==> src/rtl/vga_sched_pkg.sv <==
// Shared types for the VGA frame scheduler: FSM state encoding and the
// per-client pixel stream bundle.
package vga_sched_pkg;

  localparam int XW   = 8;  // VGA coordinate width
  localparam int CLRW = 3;  // VGA colour width

  typedef enum logic [2:0] {
    ST_MAP    = 3'd0,
    ST_WAIT   = 3'd1,
    ST_ERASE  = 3'd2,
    ST_UPDATE = 3'd3,
    ST_DRAW   = 3'd4
  } state_e;

  typedef struct packed {
    logic [XW-1:0]   x;
    logic [XW-1:0]   y;
    logic [CLRW-1:0] color;
    logic            plot;
  } pixel_t;

endpackage

==> src/rtl/vga_client_mux.sv <==
// Combinational 3:1 pixel-stream mux: only the client owning the current
// phase reaches the VGA adapter; idle phases drive an all-zero pixel.
module vga_client_mux
  import vga_sched_pkg::*;
(
  input  state_e sel_i,
  input  pixel_t map_i,
  input  pixel_t erase_i,
  input  pixel_t draw_i,
  output pixel_t vga_o
);

  always_comb begin
    // NOTE: default assignment first so every path drives vga_o and no latch is inferred.
    vga_o = '0;
    case (sel_i)
      ST_MAP:   vga_o = map_i;
      ST_ERASE: vga_o = erase_i;
      ST_DRAW:  vga_o = draw_i;
      default:  vga_o = '0;
    endcase
  end

endmodule

==> src/rtl/vga_frame_scheduler.sv <==
// Per-frame sequencer (MAP once, then ERASE/UPDATE/DRAW per tick) owning the
// VGA write port. Define VGA_SCHED_OVERRUN_COUNT_EN to add overrun_count.
module vga_frame_scheduler
  import vga_sched_pkg::*;
#(
  parameter int FRAME_DIV = 833333,
  parameter int TIMEOUT   = 65535,
  parameter int CW        = 20
) (
  input  logic            clock_50,
  input  logic            resetn,
  input  logic            en,
  output logic            map_start,
  output logic            erase_start,
  output logic            draw_start,
  input  logic            map_done,
  input  logic            erase_done,
  input  logic            draw_done,
  input  logic [XW-1:0]   map_x,
  input  logic [XW-1:0]   map_y,
  input  logic [CLRW-1:0] map_color,
  input  logic            map_plot,
  input  logic [XW-1:0]   erase_x,
  input  logic [XW-1:0]   erase_y,
  input  logic [CLRW-1:0] erase_color,
  input  logic            erase_plot,
  input  logic [XW-1:0]   draw_x,
  input  logic [XW-1:0]   draw_y,
  input  logic [CLRW-1:0] draw_color,
  input  logic            draw_plot,
  output logic            update_pulse,
  output logic [XW-1:0]   vga_x,
  output logic [XW-1:0]   vga_y,
  output logic [CLRW-1:0] vga_color,
  output logic            vga_plot,
  output logic            busy,
  output logic            overrun,
  output logic            timeout_err
`ifdef VGA_SCHED_OVERRUN_COUNT_EN
  ,
  output logic [7:0]      overrun_count
`endif
);

  localparam logic [CW-1:0] FRAME_LAST = CW'(FRAME_DIV - 1);
  localparam logic [CW-1:0] TIMER_LAST = CW'(TIMEOUT - 1);

  state_e        state_q;
  logic          pend_q;
  logic [CW-1:0] frame_q, frame_d;
  logic [CW-1:0] timer_q;
  logic          map_start_q, erase_start_q, draw_start_q;
  logic          update_q, busy_q, overrun_q, timeout_q;

  logic tick, drop, in_start, done_sel, done_ok, expired, phase_end;
  state_e mux_sel;
  pixel_t map_px, erase_px, draw_px, vga_px;

  assign tick     = (frame_q == FRAME_LAST);
  assign drop     = tick && (state_q != ST_WAIT);
  assign frame_d  = tick ? '0 : frame_q + 1'b1;
  assign in_start = map_start_q | erase_start_q | draw_start_q;
  assign expired  = (timer_q == TIMER_LAST);

  always_comb begin
    done_sel = 1'b0;
    case (state_q)
      ST_MAP:   done_sel = map_done;
      ST_ERASE: done_sel = erase_done;
      ST_DRAW:  done_sel = draw_done;
      default:  done_sel = 1'b0;
    endcase
  end

  // Done is ignored in the start cycle; a coincident done wins over expiry.
  assign done_ok   = done_sel && !in_start;
  assign phase_end = !pend_q && (done_ok || expired);

  always_ff @(posedge clock_50) begin
    // NOTE: non-blocking assignments for all state so every register samples pre-edge values.
    if (!resetn) frame_q <= '0;
    else         frame_q <= frame_d;
  end

  always_ff @(posedge clock_50) begin
    if (!resetn) begin
      state_q       <= ST_MAP;
      pend_q        <= 1'b1;
      timer_q       <= '0;
      map_start_q   <= 1'b0;
      erase_start_q <= 1'b0;
      draw_start_q  <= 1'b0;
      update_q      <= 1'b0;
      busy_q        <= 1'b0;
      overrun_q     <= 1'b0;
      timeout_q     <= 1'b0;
    end else begin
      map_start_q   <= 1'b0;
      erase_start_q <= 1'b0;
      draw_start_q  <= 1'b0;
      update_q      <= 1'b0;
      timer_q       <= timer_q + 1'b1;
      if (drop) overrun_q <= 1'b1;
      case (state_q)
        ST_MAP: begin
          if (pend_q) begin
            pend_q      <= 1'b0;
            map_start_q <= 1'b1;
            timer_q     <= '0;
            busy_q      <= 1'b1;
          end else if (phase_end) begin
            state_q <= ST_WAIT;
            busy_q  <= 1'b0;
            if (!done_ok) timeout_q <= 1'b1;
          end
        end
        ST_WAIT: begin
          if (tick && en) begin
            state_q       <= ST_ERASE;
            erase_start_q <= 1'b1;
            timer_q       <= '0;
            busy_q        <= 1'b1;
          end
        end
        ST_ERASE: begin
          if (phase_end) begin
            state_q  <= ST_UPDATE;
            update_q <= 1'b1;
            if (!done_ok) timeout_q <= 1'b1;
          end
        end
        ST_UPDATE: begin
          state_q      <= ST_DRAW;
          draw_start_q <= 1'b1;
          timer_q      <= '0;
        end
        ST_DRAW: begin
          if (phase_end) begin
            state_q <= ST_WAIT;
            busy_q  <= 1'b0;
            if (!done_ok) timeout_q <= 1'b1;
          end
        end
        default: begin
          state_q <= ST_MAP;
          pend_q  <= 1'b1;
          busy_q  <= 1'b0;
        end
      endcase
    end
  end

`ifdef VGA_SCHED_OVERRUN_COUNT_EN
  logic [7:0] ovr_cnt_q;

  always_ff @(posedge clock_50) begin
    if (!resetn)                       ovr_cnt_q <= '0;
    else if (drop && ovr_cnt_q != '1)  ovr_cnt_q <= ovr_cnt_q + 1'b1;
  end

  assign overrun_count = ovr_cnt_q;
`endif

  // The pixel port stays quiet until MAP has actually been started.
  assign mux_sel  = pend_q ? ST_WAIT : state_q;
  assign map_px   = {map_x, map_y, map_color, map_plot};
  assign erase_px = {erase_x, erase_y, erase_color, erase_plot};
  assign draw_px  = {draw_x, draw_y, draw_color, draw_plot};

  vga_client_mux u_mux (
    .sel_i   (mux_sel),
    .map_i   (map_px),
    .erase_i (erase_px),
    .draw_i  (draw_px),
    .vga_o   (vga_px)
  );

  assign {vga_x, vga_y, vga_color, vga_plot} = vga_px;

  assign map_start    = map_start_q;
  assign erase_start  = erase_start_q;
  assign draw_start   = draw_start_q;
  assign update_pulse = update_q;
  assign busy         = busy_q;
  assign overrun      = overrun_q;
  assign timeout_err  = timeout_q;

endmodule

==> config.mk <==
export PLATFORM = sky130hd
export DESIGN_NAME = vga_frame_scheduler
export DESIGN_NICKNAME = d
export VERILOG_FILES = /design/src/rtl/vga_sched_pkg.sv /design/src/rtl/vga_client_mux.sv /design/src/rtl/vga_frame_scheduler.sv
export SDC_FILE = /design/constraint.sdc
export NUM_CORES = 1
export LEC_CHECK = 0
export BUFFER_PORTS_ARGS = -buffer_cell sky130_fd_sc_hd__buf_2
export CORE_UTILIZATION = 31
export CTS_CLUSTER_SIZE = 16
export DETAILED_ROUTE_END_ITERATION = 16
export SLEW_MARGIN = 20
export SYNTH_ARGS = -nofsm -noshare
export SYNTH_HDL_FRONTEND = slang
export SYNTH_SLANG_ARGS = --single-unit
==> constraint.sdc <==
create_clock -name clock_50 -period 4 [get_ports clock_50]
set_input_delay 0.6 -clock clock_50 [delete_from_list [all_inputs] [get_ports clock_50]]
set_output_delay 0.6 -clock clock_50 [all_outputs]
set_load 0.01 [all_outputs]
==> results.md <==
- Tcrit/Tclk final: a little over two thirds
- Syn Area/Cell: 8.27 um^2
- Drt drc: 0
- Largest stage delay, worst path: slightly above 0.6 ns
- Hold Path Class: register to register
- Crit. End Element: output pin
- Reg area: about 0.001 mm^2
- Grt ovf: 0
- Mux contribution to synthesized area: less than 1%
- Power Dens Cells: 334 mW/mm^2
- Io pins: just over 90
- DP HPWL: roughly 4.5 mm
- DIE AREA: ~0.0086 mm^2
- Max-slew violations: 0
- Post-DRT Antenna Nets: 0
- Synth Area in Simple Gates: between 20% and 30%
- Max VDD drop: ~150 uV
- CTS root buf: clkbuf_8
- Yosys top cell area share: around two fifths
- Worst setup SP type: register
- Critical Path RT: ~3.4 ns
- Filler cells: ~820
- Min cycle time layout: about 2.8 ns
- H-tree levels: 2
- Adder-cell share of the synthesized area: about 2.0%
- Largest net degree at the start of global routing: 22
- Compound-Gate Fraction of Synth Area: approximately 13%
- Synth Cell Area: 0.00256 mm^2
- Rows: 32
- Total global-route track usage: 14.5%
- CTS Hold Bufs: 0
- Core ar.: between 0.007 and 0.008 mm^2
- Post-synthesis cell type count: 34
- Worst Tran Pin Value: 0.760 ns
- Leak: 1.49 nW
- Pre-antenna DRT Iters: 5
- Synth Net Count: 380
- Commonest non-fill, non-tap cell in the layout: buf_2
- Starting DRT DRC Count: between 100 and 150
- Status: completed
- Max cap viols: 0
- First-pass GRT wire length: approximately 10 mm
- Area grow syn2layout: 27.0%
- Setup-failing EPs final: 0
- Final wirelength: 5.99 mm
- Setup repair bufs after CTS: 0
- Clock Sinks: 51
- Number of global-route vias before repair: around 2300
- #FFs+latches synth: 51
- Max Fclk: roughly 0.35 GHz
- Ant diodes: 0
- Unrepaired setup endpoints after global routing: false
- Final Hold Fails: 0
- Core Util, Final: 41.5%
- Synth area leaders: dfxtp_1, nor2_1, xor2_1
- Port Buf Inserts: 92
- Via count: about 2500
- Post-synth top area cell: dfxtp_1
- Max FO, Critical Path: 20
- Clk pin slew, worst setup/hold paths: 0.09 ns
- CP arrival: around 2.2 ns
- Initial core utilization: ~33%
- Fin nets: between 400 and 500
- Drt wl/cell: approximately 12 um
- Ys Warns: 0
- CTS tree: built
- Gates resized, CTS repair: 0
- RD Place Congestion: around 0.86
- Critical-path top delay cell: nor2_2
- Total power: about 1.1 mW
- Post-synthesis xor/xnor area fraction: between 10% and 20%
- TNS Setup: 0 ns
- Slew Limit Headroom: between 40% and 50%
- Commonest non-fill, non-tap cells in the layout: buf_2, nor2_1, dfxtp_1
- Clk buf depth: 2
- Seq/Total Area, Yosys: about two fifths
- Crit-path cells: nor2_1 > nand2_1 > nor2_2 > a222oi_1 > inv_1 > buf_2
- Die height: 92.9 um
- Worst Clk Skew: 0.00954 ns
- Initial antenna violation count: 0
- CP Class: register to output pin
- CTS Buf Count: 5
- Worst skew pair latency: around 0.30 ns
- Largest family of logic cells by synthesized area: simple AND/OR/NAND/NOR gates
- Hold Slack: 0.478 ns
- Die width: 92.9 um
- Via density: approximately 5
- Post-synthesis cell count: 310
- Area taken by multi-input logic gates: around 0.0014 mm^2
- Share of cells above drive strength 1: approximately 27%
cells in the mapped netlist (all sizes together):
cell type	number
a211oi	3
nand3	16
a21o	1
o21a	1
o221ai	1
nand2	22
o21ai	2
and3	13
inv	30
or4b	2
nand4	11
a222oi	20
nor4	4
and4	1
mux2i	1
a22oi	1
ha	4
a221oi	3
nor4b	2
buf	3
a41o	1
xnor2	13
nor3	5
dfxtp	51
clkbuf	12
a21oi	4
nand3b	2
and2	1
nor2	56
xor2	23
nand4b	1
layout make-up:
type	instances	area share, %
Multi-Input combinational cell	214	42.3
Sequential cell	51	31.4
Timing Repair Buffer	95	14.8
Tap cell	102	3.92
Inverter	30	3.46
Clock buffer	6	2.23
Clock inverter	2	1.85
stage by stage:
stage / area (um^2) / cells / setup slack, ns
floorplan: 2560 / 310 / 1.95
global placement: 3120 / 492 / 1.24
detailed placement: 3120 / 492 / 1.52
CTS: 3250 / 500 / 1.18
global route: 3250 / 500 / 0.958
finish: 3250 / 500 / 1.18
path summary, 6_finish.rpt:
kind	from	end	slack, ns	cells after the start
worst min-delay path	overrun	overrun	0.48	1
worst min register to register	overrun	overrun	0.48	1
worst max register to register	frame_q[11]	timer_q[10]	1.80	6
worst max-delay path	state_q[1]	vga_color[1]	1.18	6
routing by layer:
metal / vias to the layer above / part of all wire [%] / global-route usage, %
met5: - / 0 / 0
met4: 0 / 1.4 / 4.74
met3: 6 / 6.2 / 3.12
met2: 92 / 49 / 26.7
met1: 1132 / 44 / 16.4
li1: 1258 / - / -
critical path, delay by kind of cell, from the launching register on:
family | cells | cell delay, ns
AND/OR/NAND/NOR | 3 | 1.06
flip-flops | 1 | 0.45
buffers and inverters | 2 | 0.23
AO/OA/AOI/OAI | 1 | 0.17
registers in the layout (all words and copies together), names as in the netlist:
signal	count
overrun	1
busy	1
timer_q	20
erase_start	1
map_start	1
state_q	3
timeout_err	1
draw_start	1
update_pulse	1
frame_q	20
pend_q	1
cell families after synthesis:
logic type / Yosys count
and+or+nand+nor: 136
DFF: 51
buffers and inverters: 45
AOI/OAI and AO/OA: 37
xor gates and xnor gates: 36
adders and majority gates: 4
muxes: 1
power breakdown:
part | internal, mW | switching (mW) | total, mW
clock | 0.250 | 0.174 | 0.424
sequential | 0.518 | 0.0151 | 0.533
combinational | 0.0634 | 0.0669 | 0.130
No activity file was read; power rests on OpenSTA's default activity.
